===== src/rtl/instr_fetch_unit.sv =====
`default_nettype none
// ============================================================================
// Module      : instr_fetch_unit
// Description : Instruction fetch stage feeding the control unit. Holds a
//               small program memory, a program counter and a hold counter,
//               keeps each instruction stable for as many cycles as the
//               control unit spends on its class, and halts on a class-00
//               word.
//               Optional: define IFU_INSTR_COUNT_EN to add a saturating
//               16-bit count of issued instructions (instr_count).
// Revision    : 1.0 - initial release
// ============================================================================
module instr_fetch_unit #(
    parameter int INSTR_WIDTH  = 20,
    parameter int PC_BITS      = 5,
    parameter int STD_CYCLES   = 3,
    parameter int LOAD_CYCLES  = 4,
    parameter int STORE_CYCLES = 3
) (
    input  logic                   clk,
    input  logic                   rst,
    input  logic                   start,
    input  logic                   prog_we,
    input  logic [PC_BITS-1:0]     prog_addr,
    input  logic [INSTR_WIDTH-1:0] prog_data,
    output logic [INSTR_WIDTH-1:0] instr,
    output logic [PC_BITS-1:0]     pc,
    output logic                   issue,
    output logic                   busy,
    output logic                   halted,
    output logic                   prog_err
`ifdef IFU_INSTR_COUNT_EN
    ,
    output logic [15:0]            instr_count
`endif
);

    localparam int C_DEPTH = 1 << PC_BITS;
    localparam int C_CNT_W = 8;

    typedef enum logic [1:0] {
        IDLE  = 2'd0,
        ISSUE = 2'd1,
        HALT  = 2'd2
    } state_t;

    state_t                  r_state;
    state_t                  w_state_nxt;
    logic [C_CNT_W-1:0]      r_cnt;
    logic [C_CNT_W-1:0]      w_cnt_nxt;
    logic [INSTR_WIDTH-1:0]  w_instr_nxt;
    logic [PC_BITS-1:0]      w_pc_nxt;
    logic                    w_issue_nxt;
    logic                    w_prog_err_nxt;
    logic [INSTR_WIDTH-1:0]  r_mem [C_DEPTH];
    logic [INSTR_WIDTH-1:0]  w_fetch;
    logic [1:0]              w_cls;

    // Hold length of an instruction class; class 00 never issues.
    function automatic logic [C_CNT_W-1:0] len_of(input logic [1:0] cls);
        case (cls)
            2'b01:   len_of = C_CNT_W'(STD_CYCLES);
            2'b10:   len_of = C_CNT_W'(LOAD_CYCLES);
            2'b11:   len_of = C_CNT_W'(STORE_CYCLES);
            default: len_of = '0;
        endcase
    endfunction

    assign w_fetch = r_mem[pc];
    assign w_cls   = w_fetch[INSTR_WIDTH-1 -: 2];

    // Program memory write port; writes are locked out while issuing.
    always_ff @(posedge clk) begin
        if (prog_we && (r_state != ISSUE)) begin
            r_mem[prog_addr] <= prog_data;
        end
    end

    // Next-state and next-output logic for the fetch sequencer.
    always_comb begin
        w_state_nxt    = r_state;
        w_instr_nxt    = instr;
        w_pc_nxt       = pc;
        w_cnt_nxt      = r_cnt;
        w_issue_nxt    = 1'b0;
        w_prog_err_nxt = prog_we && (r_state == ISSUE);
        case (r_state)
            IDLE: begin
                w_instr_nxt = '0;
                if (start) begin
                    if (w_cls != 2'b00) begin
                        // Extra priming cycle while the control unit leaves RESET.
                        w_instr_nxt = w_fetch;
                        w_pc_nxt    = pc + PC_BITS'(1);
                        w_cnt_nxt   = len_of(w_cls) + C_CNT_W'(1);
                        w_issue_nxt = 1'b1;
                        w_state_nxt = ISSUE;
                    end else begin
                        w_state_nxt = HALT;
                    end
                end
            end
            ISSUE: begin
                if (r_cnt <= C_CNT_W'(1)) begin
                    if (w_cls != 2'b00) begin
                        w_instr_nxt = w_fetch;
                        w_pc_nxt    = pc + PC_BITS'(1);
                        w_cnt_nxt   = len_of(w_cls);
                        w_issue_nxt = 1'b1;
                    end else begin
                        w_instr_nxt = '0;
                        w_cnt_nxt   = '0;
                        w_state_nxt = HALT;
                    end
                end else begin
                    w_cnt_nxt = r_cnt - C_CNT_W'(1);
                end
            end
            HALT: begin
                w_instr_nxt = '0;
            end
            default: begin
                w_instr_nxt = '0;
                w_state_nxt = IDLE;
            end
        endcase
    end

    // State and output registers; reset takes effect immediately.
    always_ff @(posedge clk or negedge rst) begin
        if (!rst) begin
            r_state  <= IDLE;
            r_cnt    <= '0;
            instr    <= '0;
            pc       <= '0;
            issue    <= 1'b0;
            busy     <= 1'b0;
            halted   <= 1'b0;
            prog_err <= 1'b0;
        end else begin
            r_state  <= w_state_nxt;
            r_cnt    <= w_cnt_nxt;
            instr    <= w_instr_nxt;
            pc       <= w_pc_nxt;
            issue    <= w_issue_nxt;
            busy     <= (w_state_nxt == ISSUE);
            halted   <= (w_state_nxt == HALT);
            prog_err <= w_prog_err_nxt;
        end
    end

`ifdef IFU_INSTR_COUNT_EN
    // Saturating count of issued instructions, in step with the issue pulse.
    always_ff @(posedge clk or negedge rst) begin
        if (!rst) begin
            instr_count <= '0;
        end else if (w_issue_nxt && (instr_count != 16'hFFFF)) begin
            instr_count <= instr_count + 16'd1;
        end
    end
`endif

endmodule
`default_nettype wire


===== config.mk =====
export PLATFORM = sky130hd
export DESIGN_NAME = instr_fetch_unit
export DESIGN_NICKNAME = d
export VERILOG_FILES = /design/src/rtl/instr_fetch_unit.sv
export SDC_FILE = /design/constraint.sdc
export NUM_CORES = 1
export LEC_CHECK = 0
export ABC_CLOCK_PERIOD_IN_PS = 3300
export CORE_AREA = 2 2 233 235
export CTS_CLUSTER_SIZE = 10
export DETAILED_ROUTE_END_ITERATION = 8
export DIE_AREA = 0 0 235 237
export GPL_TIMING_DRIVEN = 0
export PLACE_DENSITY = 0.74
export SYNTH_ARGS = -nofsm -noshare
export SYNTH_HDL_FRONTEND = slang
export SYNTH_SLANG_ARGS = --single-unit
export TNS_END_PERCENT = 5

===== constraint.sdc =====
create_clock -name clk -period 3.3 [get_ports clk]
set_input_delay 0.33 -clock clk [delete_from_list [all_inputs] [get_ports clk]]
set_output_delay 0.33 -clock clk [all_outputs]
set_load 0.01 [all_outputs]

# == Word-level counts from Yosys, hierarchy flattened ==
# Memories as Yosys holds them, arrays and structs flattened.
# Index checks and enable logic that the tools add are counted.
# op_classes
mux,28
n_addsub,3
n_eq_ne,11
magnitude_cmp,1
n_reduce_logical,8
# ops
cell,count
$mux 20,3
$mux 8,7
$pmux 20 s2,1
$pmux 8 s2,1
$mux 5,3
$pmux 5 s2,1
$add 8x1->8 const B,1
$eq 2x2->1 const B,4
$le 8x1->1 const B,1
$mux 2,4
$sub 8x1->8 const B,1
$eq 2x1->1 const B,3
$pmux 2 s3,1
$pmux 3 s2,1
$reduce_and 3->1,2
$add 5x1->5 const B,1
$mux 1,5
$ne 2x1->1 const B,2
$ne 2x2->1 const B,2
$reduce_bool 2->1,2
$logic_and 1x1->1,2
$logic_not 2->1,1
$pmux 1 s2,1
$reduce_or 2->1,1
# word_totals
word_cells,60
regBits,39
input_bits,29
n_memories,1
mem_bits_rw,640
# mem_list
name,words,width,read_ports,rd_clocked_by_memory_dff,write_ports,line,text
r_mem,32,20,1,0,1,55,logic [INSTR_WIDTH-1:0] r_mem [C_DEPTH];

# == Logic depth before layout (Yosys ltp) ==
# Gate-level depths: netlist of run 1.
# An unclocked memory read counts as a cell.
# depth
word_depth,11
depth_mapped,9

# == Least setup slack after synthesis of run 1 ==
# OpenSTA, ideal clock, no wires.
# synth_path
kind,register -> register
from,register r_state[1]
to,"memory r_mem[12][0], enable pin"
n_path_buf,2
synth_period_minus_slack_ns,2.672
path_stages_with_launch,7
arrival_time_ns,2.276
slack_ns,0.628
setup_time_ns,0.397
path_cell_list,dfrtp_1 > nand2b_1 > clkbuf_1 > nand2_1 > or3_1 > clkbuf_1 > nor2_1
# synth_via
elab_chain_len,4
# synth_lines
item,line,text
start: declaration,47,state_t r_state;
start signal: assignment,141,r_state <= w_state_nxt;
$ne 2x1->1,74,if (prog_we && (r_state != ISSUE)) begin
$logic_and 1x1->1,74,
$mux 1,74,
$mux 1 (not written as such),75,r_mem[prog_addr] <= prog_data;
end: declaration,55,
# No other way between the ends.

# == Worst setup path after layout of run 1 ==
# layout_path
from,register pc[3]
to,register instr[3]
# layout_via
elab_chain_len,5
elab_cells_between_ends,6
cone_classes,mux: 4; reduce/logical: 1; memory: 1
# layout_lines
item,line,text
start: declaration,27,"output logic [PC_BITS-1:0] pc,"
start signal: assignment,144,pc <= w_pc_nxt;
$mem_v2 32x20 (*),--,
$reduce_bool 2->1,"91, 105",
$mux 20 (*),"91, 105",
"$mux 20, on equally long branches","104, 90",
$pmux 20 s2 (*),87,case (r_state)
end signal: assignment,143,instr <= w_instr_nxt;
end: declaration,26,"output logic [INSTR_WIDTH-1:0] instr,"
# Every way passes the cells marked *; elsewhere a longest branch is shown, timed or not. The select of a mux whose other input is x is not followed.
# A chain may end at the register's enable or synchronous reset.

==> metrics.txt, run 1 <==
status=finished clean; clk sinks=between 600 and 700; power density over the cells=approximately 570 nW/um^2; Nets=between 1,000 and 1,500; Max-cap violations=0; Crit. End Element=flip-flop; maximum number of pins on one net before global-route repair=35; prevailing post-synth register cell=sky130_fd_sc_hd__edfxtp_1; floorplan die width=235 microns; switching share of power=19.3%; area growth from synthesis to layout=16.0%; Post-Syn Instances=1,154; CTS root buffer=sky130_fd_sc_hd__clkbuf_16; Antenna Violating Nets Remaining=0; Avg Vias per Cell=between 6 and 7; cell area after technology mapping=roughly 26,000 sq um; site row count=between 80 and 90; number of synthesized flops with an enable pin=640; series of cell instances along the critical path=clkbuf_1 -> clkbuf_1 -> clkbuf_1 -> mux4_2 -> mux2i_1 -> o21ai_1; Least-Margin Pin Slew=approximately 1.3 ns; leading cell type in the layout, fill and taps excluded=sky130_fd_sc_hd__edfxtp_1; routed wirelength normalized by instance count=28.4 microns; number of different library cells in the post-synthesis netlist=55; Filler cells=roughly 3,700; Final Slew Violations=0; fmax=around 310 MHz; post-detailed-routing wire length=58,400 microns; final critical path time including I/O delays and setup=approximately 3.2 ns; highest ir drop seen on vdd=~0.35 mV; warnings from Yosys=0; kind of cell adding the most delay to the critical path=buffers and inverters; share of flip-flops with an asynchronous set or reset=under 10%; slowest stage cell, crit path=sky130_fd_sc_hd__clkbuf_1; clock power share=a little over two fifths; first-pass GRT wire length=85,600 microns; Worst EP required=between 3 and 4 ns; hold crit path type=in2async; CP startpoint kind=flip-flop; M1 GR Usage=between 20% and 30%; maximum buffer depth of the clock tree=3; antenna violations before repair=0; area enclosed by the die boundary=between 50,000 and 60,000 sq um; total global routing track utilization=around a fifth; Net Switching=3320 uW; First-pass DRT Iterations=5; tightest hold margin=around 0.11 ns; combinational share of power=1.6%; CTS H-Tree Depth=3; number of global-route vias before repair=about 13,000; gr ovfl total=0; number of hold-slack violations in the final timing report=0; worst path arrival time=roughly 3.7 ns; CP most frequent cell=sky130_fd_sc_hd__clkbuf_1; # IOs=58; Max-Slew Margin vs Limit=around 14%; part of the Yosys area used for sequential elements=76.9%; HPWL reported at the end of detailed placement=37,700 microns; clock tree from TritonCTS=built; average cell area after synthesis=about 23 sq um; met2 global-route usage=33.5%; number of input and output port buffers inserted=57; Seq. cell area=roughly 20,000 sq um; postcts setup bufs=0; number of violations reported at the end of detailed-routing iteration 0=1,467; insertion delay to the later sink of the worst-skew pair=approximately 0.6 ns; total area of multi-input combinational cells=~5800 sq um; cell internal power dissipation=approximately 14,000 uW; flop and latch count out of synthesis=a little under 700; Initial Util=approximately half; count of buffer and inverter cells on the critical path=3; detailed-route via count=12,700; Synth Net Count=1,186; post-route fraction of the period consumed by the critical path=96.8%; sequential group share of total power=a little under three fifths; fraction of final layout cells sized beyond drive strength 1=29.3%; setup slack at placement=0.0263 ns; worst-path maximum fanout=10; DIE HEIGHT=between 200 and 250 microns; total clock buffers created by CTS=78; unrepaired setup endpoints after global routing=false; post-detailed-route DRC marker count=0; leakage power of the design=around 0.0095 uW; delay of the slowest cell on the worst path=around 0.67 ns; Final GP Congestion=approximately 0.91; setup skew after layout=0.0278 ns; final setup margin=about 0.11 ns; class of the most critical setup path=reg2reg; Core Footprint=53,300 sq um; clock-pin slew reported for the worst setup and hold paths after clock tree synthesis=around 0.06 ns; global-route met3 utilization=4.66%; diode count=0; most utilized layer in the global route result=met2; number of endpoints failing setup at the final stage=0; most frequent cells in the layout=640 x sky130_fd_sc_hd__edfxtp_1, 190 x sky130_fd_sc_hd__mux4_2, 79 x sky130_fd_sc_hd__clkbuf_16
[stage by stage]
step	TNS, ns	cell area [sq um]	total power, uW	instances	utilization, %
final	0	30500	17200	2056	57.2
after global routing	0	30500	17700	2056	57.2
after CTS	0	30500	17300	2056	57.2
after detailed placement	0	28300	9950	1940	53.2
after global placement	-224.51	27700	9910	1907	52.0
after floorplan	0	26300	9730	1154	-
[layer usage]
metal  up-vias  part of all wire [%]
met5         -                     0
met2       661                    48
li1       5198                     -
met1      6737                    40
met4         0                   3.1
met3       109                   9.1
[cells by family (layout without fill, tap and decap cells)]
family | after synthesis | count (layout) | synth area share [%]
AOI/OAI and AO/OA | 60 | 60 | 1.67
xor gates and xnor gates | 4 | 4 | 0.133
buffers and inverters | 65 | 271 | 1.36
muxes | 221 | 221 | 17.5
and+or+nand+nor | 122 | 122 | 2.31
DFF | 679 | 679 | 76.9
adders and majority gates | 3 | 3 | 0.143
[final cells by class]
class | instances | share of cell area, %
tap | 696 | 2.86
timing repair buffer | 91 | 3.65
inverter | 7 | 0.0862
multi-input combinational | 410 | 19.0
buffer | 58 | 1.13
clock inverter | 2 | 0.0575
clock buffer | 113 | 6.91
sequential | 679 | 66.3
[power groups by stage]
stage / sequential (uW) / combinational, uW / clock [uW]
final: 9510 / 272 / 7460
after global routing: 9510 / 292 / 7870
after CTS: 9510 / 273 / 7560
after detailed placement: 9680 / 271 / 0
after global placement: 9680 / 229 / 0
after floorplan: 9670 / 52.3 / 0
[registers in the layout, summed over array words and instances (netlist names)]
name	count
prog_err	1
r_cnt	8
halted	1
busy	1
pc	5
r_state	2
instr	20
r_mem	640
issue	1
[final timing paths]
path / depth (start not counted) / from / slack [ns] / to
max: 6 / pc[3] / 0.11 / instr[3]
min: 2 / rst / 0.11 / pc[2]
max reg2reg: 6 / pc[3] / 0.11 / instr[3]
min reg2reg: 2 / instr[6] / 0.50 / instr[6]
max in group asynchronous: 3 / rst / 2.69 / instr[16]
min in group clk: 3 / start / 0.45 / instr[18]
[synth_stat cells (6+ instances only)]
master | instances | share of area, %
sky130_fd_sc_hd__edfxtp_1 | 640 | 73
sky130_fd_sc_hd__mux4_2 | 190 | 16
sky130_fd_sc_hd__nor2_1 | 44 | 0.63
sky130_fd_sc_hd__dfrtp_1 | 39 | 3.7
sky130_fd_sc_hd__nand2_1 | 30 | 0.43
sky130_fd_sc_hd__buf_2 | 27 | 0.51
sky130_fd_sc_hd__mux2i_1 | 26 | 0.99
sky130_fd_sc_hd__o21ai_1 | 18 | 0.34
sky130_fd_sc_hd__clkbuf_1 | 12 | 0.17
sky130_fd_sc_hd__buf_4 | 11 | 0.31
sky130_fd_sc_hd__a21oi_1 | 8 | 0.15
sky130_fd_sc_hd__nand3_1 | 8 | 0.15
sky130_fd_sc_hd__inv_1 | 7 | 0.10
sky130_fd_sc_hd__nand3b_1 | 6 | 0.17
[timing repair]
action | in CTS | in global routing
setup endpoints to repair | 1 | 9
hold endpoints to repair | 39 | 0
gates resized for setup | 2 | 7
hold buffers | 1 | 0
Power figures use the tool's default switching activity.
==> inputs of run 2 (changes only) <==
--- a/config.mk
+++ b/config.mk
@@ -15,4 +15,4 @@
 export SYNTH_ARGS = -nofsm -noshare
 export SYNTH_HDL_FRONTEND = slang
 export SYNTH_SLANG_ARGS = --single-unit
-export TNS_END_PERCENT = 5
+export TNS_END_PERCENT = 10
==> results of run 2 <==
Final layout, timing and power as in run 1 (identical DEF).
